===== src/rtl/lc3_mem_arbiter.sv =====
// ---------------------------------------------------------------------------
// lc3_mem_arbiter
//
// Purpose:
//   Shares a single-port memory between the LC-3 datapath (MAR/MDR side) and
//   a debug/loader port. Each access follows the same sequence:
//     IDLE   - pick one requester and latch its we/addr/wdata into the
//              memory-side registers.
//     ACCESS - hold the access for WAIT_CYCLES+1 cycles.
//     DONE   - pulse the winner's ready for exactly one cycle.
//   The CPU-side ready (cpu_r) is the R input that the control FSM polls in
//   its memory wait states.
//
// Parameters:
//   WAIT_CYCLES  extra memory wait states per access, 0..15
//   ADDR_W       address width
//   DATA_W       data width
//
// Ports:
//   clk, rst                        clock, synchronous active-high reset
//   cpu_req/we/addr/wdata           CPU request, held until cpu_r
//   cpu_rdata, cpu_r                CPU read data and one-cycle ready
//   dbg_req/we/addr/wdata           debug request, held until dbg_ack
//   dbg_rdata, dbg_ack              debug read data and one-cycle ready
//   mem_en/we/addr/wdata, mem_rdata memory array interface
//   grant_dbg                       1 while debug owns the current/last access
//
// Configuration:
//   LC3_ARB_ROUND_ROBIN_EN  When defined, contention goes to the port that
//                           was not granted last. When undefined, the CPU
//                           always wins contention.
//
// All outputs come straight from flops.
// ---------------------------------------------------------------------------
module lc3_mem_arbiter #(
  parameter int WAIT_CYCLES = 2,
  parameter int ADDR_W      = 16,
  parameter int DATA_W      = 16
) (
  input  logic              clk,
  input  logic              rst,
  input  logic              cpu_req,
  input  logic              cpu_we,
  input  logic [ADDR_W-1:0] cpu_addr,
  input  logic [DATA_W-1:0] cpu_wdata,
  output logic [DATA_W-1:0] cpu_rdata,
  output logic              cpu_r,
  input  logic              dbg_req,
  input  logic              dbg_we,
  input  logic [ADDR_W-1:0] dbg_addr,
  input  logic [DATA_W-1:0] dbg_wdata,
  output logic [DATA_W-1:0] dbg_rdata,
  output logic              dbg_ack,
  output logic              mem_en,
  output logic              mem_we,
  output logic [ADDR_W-1:0] mem_addr,
  output logic [DATA_W-1:0] mem_wdata,
  input  logic [DATA_W-1:0] mem_rdata,
  output logic              grant_dbg
);

  typedef enum logic [1:0] {
    S_IDLE   = 2'd0,
    S_ACCESS = 2'd1,
    S_DONE   = 2'd2
  } state_t;

  localparam logic [3:0] WAIT_INIT = 4'(WAIT_CYCLES);

  state_t              state_q,     state_d;
  logic [3:0]          cnt_q,       cnt_d;
  logic                mem_en_q,    mem_en_d;
  logic                mem_we_q,    mem_we_d;
  logic [ADDR_W-1:0]   mem_addr_q,  mem_addr_d;
  logic [DATA_W-1:0]   mem_wdata_q, mem_wdata_d;
  logic [DATA_W-1:0]   cpu_rdata_q, cpu_rdata_d;
  logic [DATA_W-1:0]   dbg_rdata_q, dbg_rdata_d;
  logic                cpu_r_q,     cpu_r_d;
  logic                dbg_ack_q,   dbg_ack_d;
  // Owner of the current/last access. In round-robin builds this register is
  // also the last-grant state, since both update together on every grant.
  logic                grant_dbg_q, grant_dbg_d;

  // Winner selection, only used when at least one request is present.
  logic pick_dbg;

`ifdef LC3_ARB_ROUND_ROBIN_EN
  always_comb begin
    if (cpu_req && dbg_req) begin
      pick_dbg = !grant_dbg_q;
    end else begin
      pick_dbg = dbg_req;
    end
  end
`else
  assign pick_dbg = dbg_req && !cpu_req;
`endif

  // NOTE: every signal assigned in this block gets a default first, so no
  // path through the case statement can infer a latch.
  always_comb begin
    state_d     = state_q;
    cnt_d       = cnt_q;
    mem_en_d    = mem_en_q;
    mem_we_d    = mem_we_q;
    mem_addr_d  = mem_addr_q;
    mem_wdata_d = mem_wdata_q;
    cpu_rdata_d = cpu_rdata_q;
    dbg_rdata_d = dbg_rdata_q;
    grant_dbg_d = grant_dbg_q;
    cpu_r_d     = 1'b0;
    dbg_ack_d   = 1'b0;

    case (state_q)
      S_IDLE: begin
        mem_en_d = 1'b0;
        mem_we_d = 1'b0;
        if (cpu_req || dbg_req) begin
          grant_dbg_d = pick_dbg;
          mem_en_d    = 1'b1;
          mem_we_d    = pick_dbg ? dbg_we    : cpu_we;
          mem_addr_d  = pick_dbg ? dbg_addr  : cpu_addr;
          mem_wdata_d = pick_dbg ? dbg_wdata : cpu_wdata;
          cnt_d       = WAIT_INIT;
          state_d     = S_ACCESS;
        end
      end

      S_ACCESS: begin
        if (cnt_q != 4'd0) begin
          cnt_d = cnt_q - 4'd1;
        end else begin
          // Final access cycle: read data is valid now. Writes leave the
          // rdata registers holding the previous read.
          if (!mem_we_q) begin
            if (grant_dbg_q) dbg_rdata_d = mem_rdata;
            else             cpu_rdata_d = mem_rdata;
          end
          mem_en_d = 1'b0;
          mem_we_d = 1'b0;
          // The ready flop is set on this edge so that it reads high for
          // exactly the DONE cycle.
          if (grant_dbg_q) dbg_ack_d = 1'b1;
          else             cpu_r_d   = 1'b1;
          state_d  = S_DONE;
        end
      end

      S_DONE: begin
        state_d = S_IDLE;
      end

      default: begin
        state_d  = S_IDLE;
        mem_en_d = 1'b0;
        mem_we_d = 1'b0;
      end
    endcase
  end

  // NOTE: state is updated with non-blocking assignments only, so every flop
  // samples the values computed before this edge.
  always_ff @(posedge clk) begin
    if (rst) begin
      state_q     <= S_IDLE;
      cnt_q       <= 4'd0;
      mem_en_q    <= 1'b0;
      mem_we_q    <= 1'b0;
      mem_addr_q  <= '0;
      mem_wdata_q <= '0;
      cpu_rdata_q <= '0;
      dbg_rdata_q <= '0;
      cpu_r_q     <= 1'b0;
      dbg_ack_q   <= 1'b0;
      grant_dbg_q <= 1'b0;
    end else begin
      state_q     <= state_d;
      cnt_q       <= cnt_d;
      mem_en_q    <= mem_en_d;
      mem_we_q    <= mem_we_d;
      mem_addr_q  <= mem_addr_d;
      mem_wdata_q <= mem_wdata_d;
      cpu_rdata_q <= cpu_rdata_d;
      dbg_rdata_q <= dbg_rdata_d;
      cpu_r_q     <= cpu_r_d;
      dbg_ack_q   <= dbg_ack_d;
      grant_dbg_q <= grant_dbg_d;
    end
  end

  assign mem_en    = mem_en_q;
  assign mem_we    = mem_we_q;
  assign mem_addr  = mem_addr_q;
  assign mem_wdata = mem_wdata_q;
  assign cpu_rdata = cpu_rdata_q;
  assign dbg_rdata = dbg_rdata_q;
  assign cpu_r     = cpu_r_q;
  assign dbg_ack   = dbg_ack_q;
  assign grant_dbg = grant_dbg_q;

endmodule


===== config.mk =====
export PLATFORM = sky130hd
export DESIGN_NAME = lc3_mem_arbiter
export DESIGN_NICKNAME = d
export VERILOG_FILES = /design/src/rtl/lc3_mem_arbiter.sv
export SDC_FILE = /design/constraint.sdc
export NUM_CORES = 1
export LEC_CHECK = 0
export CORE_MARGIN = 2
export CORE_UTILIZATION = 43
export DETAILED_ROUTE_END_ITERATION = 10
export GPL_TIMING_DRIVEN = 0
export PLACE_DENSITY = 0.85
export SLEW_MARGIN = 10
export SYNTH_ARGS = -nofsm -noshare
export SYNTH_HDL_FRONTEND = slang
export SYNTH_SLANG_ARGS = --single-unit

===== constraint.sdc =====
create_clock -name clk -period 3.65 [get_ports clk]
set_input_delay 0.73 -clock clk [delete_from_list [all_inputs] [get_ports clk]]
set_output_delay 0.73 -clock clk [all_outputs]
set_load 0.005 [all_outputs]

==> metrics <==
area of the mapped netlist 0.00315 mm2; CP Cell Sequence clkdlybuf4s50_1 -> nand2b_1 -> clkbuf_1 -> buf_1 -> mux2i_1 -> o2bb2ai_1; I/O pin count 155; Lkg Pwr 2.03 nW; startpoint types primary input; Tcrit/Tclk final between 60% and 70%; met3 Use GR under 10%; DR WL/cell 15.4 um; nets@finish between 500 and 600; clk_skew 0.00839 ns; Ant. Diodes 0; largest net degree at the start of global routing 13; Synth Flop Type dfxtp_1; DR vias/cell 4.99; DRT Pass-1 Iters 4; Mean Syn Cell Area between 10 and 15 um2; # H-tree levels 3; dominant cell type by area after synthesis dfxtp_1; die height between 80 and 90 um; core area approximately 0.007 mm2; Die Wd about 90 um; via count between 2000 and 3000; outcome completed; Fill cells between 500 and 600; Peak VDD IR 0.225 mV; worst slew pin tran 0.719 ns; Synth top area share between 40 and 50%; Worst Hold End mem_addr[1]$_SDFFE_PP0P_; max-slew violations 0; GRT Total Usage between 20 and 25%; DRT iter0 DRCs 67; die area about 0.008 mm2; Clock Sinks 75; fin crit period roughly 2.5 ns; fraction of layout cells with a size suffix above 1 4.33%; Starting Density roughly 44%; hpwl dp between 6 and 7 mm; Setup TNS 0 ns; CP Class primary input to flop; clk slew on worst S/H paths approximately 0.080 ns; critical path's slowest cell buf_1; Max Cap Violations 0; Hold Crit Class flop to flop; Post-CTS Setup Bufs 0; WP data arrival around 2.7 ns; antenna viol nets, final 0; I/O Buffers roughly 150; cts hold-fix bufs 0; drt total wl about 8.6 mm; # rows 31; ranking of synthesized cells by area dfxtp_1 48%, mux2i_1 20%, nand2b_1 10%; first-pass GRT wire length ~13 mm; hold_sp mem_addr[1]$_SDFFE_PP0P_; CTS root buf clkbuf_8; met2 Use GR a little over a third; Distinct cells, synth 32; CTS tree built; Final Util approximately 70%; Worst slew margin roughly 52%; Syn. warnings 0; met1 usage a little over a quarter; Critical Path End Type flop; Crit Path Max Fanout 10; power per cell area 426 mW/mm2; Critical Path RT around 3.9 ns; clock buffer depth 2; sequential share of the synthesized area ~48%; RR Endpoint cpu_rdata[4]$_SDFFE_PP0P_; Hold Path Depth 1; vias in the first global route 2758; placed cell areas between 0.004 and 0.005 mm2; gpl congestion about 0.80; Final Hold Fails 0; Yosys reg bits between 70 and 80; area grow syn2layout 60.5%; busiest grt layer met2; RR Startpoint cnt_q[0]$_SDFFE_PP0P_; Mapped Cells roughly 300; Finished Cell Area roughly 0.0051 mm2; fraction of registers with async set/reset 0%; reg-to-reg setup timing slack roughly 1.6 ns; initial antenna violation count 0; total grt overflow 0; RSZ-0062 raised after global routing false; Slowest Stage Delay on Critical Path about 0.6 ns; R2R depth 6; f_max roughly 0.4 GHz; Post-CTS Resized 0; Setup violations, final 0; Hold WS 0.467 ns; Worst-Skew Late Latency about 0.34 ns; Post-synth EDFFs 0; cts bufs inserted 9; syn nets 380; Post-route DRC 0
cells in the mapped netlist (2+ instances only):
library cell	n
o21ai_0	3
mux2i_1	64
buf_1	2
clkbuf_1	16
nor2b_1	2
nor2_1	4
nor3b_1	2
inv_1	5
dfxtp_1	75
nand3_1	2
nor3_1	3
a21oi_1	6
buf_2	2
o2bb2ai_1	33
ha_1	2
nand2_1	3
nand2b_1	52
a21o_1	2
flip-flops by register name (all words and copies together), names as in the netlist:
| register | flops |
|---|---|
| grant_dbg | 1 |
| dbg_ack | 1 |
| cpu_rdata | 16 |
| mem_wdata | 16 |
| mem_we | 1 |
| mem_en | 1 |
| mem_addr | 16 |
| dbg_rdata | 16 |
| state_q | 2 |
| cpu_r | 1 |
| cnt_q | 4 |
power by group:
| part | leakage [nW] | internal, mW | switching, mW |
|---|---|---|---|
| clock network | 0.123 | 0.471 | 0.301 |
| registers | 0.613 | 0.886 | 0.0438 |
| logic | 1.30 | 0.275 | 0.175 |
metrics by stage:
stage	instances	total power, mW	worst slack, ns
finish	561	2.15	1.20
CTS	561	2.16	1.19
detailed placement	545	1.40	0.846
global route	561	2.24	1.12
global placement	545	1.38	0.868
floorplan	292	1.13	1.72
worst max-delay path: cells and delay by family:
family / cells / cell delay (ns)
AND/OR/NAND/NOR: 1 / 0.12
AO/OA/AOI/OAI: 1 / 0.08
multiplexers: 1 / 0.30
buffers and inverters: 3 / 1.44
cell type report:
| cell class | instances | area (um2) | share of cell area, % |
|---|---|---|---|
| flip-flops and latches | 75 | 1500 | 29.7 |
| well taps | 99 | 124 | 2.45 |
| clock buffers | 11 | 141 | 2.80 |
| multi-input cells | 191 | 1540 | 30.5 |
| plain buffers | 21 | 88.8 | 1.76 |
| inverters | 5 | 18.8 | 0.371 |
| clock inverters | 5 | 100 | 1.98 |
| repair buffers | 154 | 1540 | 30.5 |
how the worst max path moves through the flow:
stage	start	to	slack, ns	depth (start not counted)
2_1_floorplan	cpu_req	mem_addr[0]$_SDFFE_PP0P_	1.72	5
3_3_place_gp	cpu_req	mem_addr[7]$_SDFFE_PP0P_	0.87	6
3_5_place_dp	cpu_req	mem_wdata[11]$_SDFFE_PP0P_	0.85	6
4_1_cts	cpu_req	mem_wdata[6]$_SDFFE_PP0P_	1.19	6
5_1_grt	cpu_req	mem_addr[14]$_SDFFE_PP0P_	1.12	6
6_report	cpu_req	mem_wdata[6]$_SDFFE_PP0P_	1.20	6
layout by cell type (no fill, tap or decap), types with 3 or more instances in the layout:
master and instances:
clkdlybuf4s50_1 154, dfxtp_1 75, mux2i_1 64, nand2b_1 52, o2bb2ai_1 33, clkbuf_1 17, clkbuf_8 10, a21oi_1 6
inv_1 5, nor2_1 4, o21ai_0 3, nand2_1 3, nor3_1 3, bufinv_16 3
layer usage:
metal	up-vias	wire (um)	share of wire (%)
met5	-	0	0
met1	1308	3780	44
li1	1373	-	-
met4	0	191	2.2
met2	104	4160	48
met3	15	491	5.7
kinds of logic after synthesis:
logic type	Yosys count	share of synthesized area, %
and+or+nand+nor	75	15.1
DFF	75	47.7
adders and majority gates	2	0.794
AOI/OAI and AO/OA	50	12.7
muxes	64	20.3
buffers and inverters	26	3.42
No activity file was read; power rests on OpenSTA's default activity.
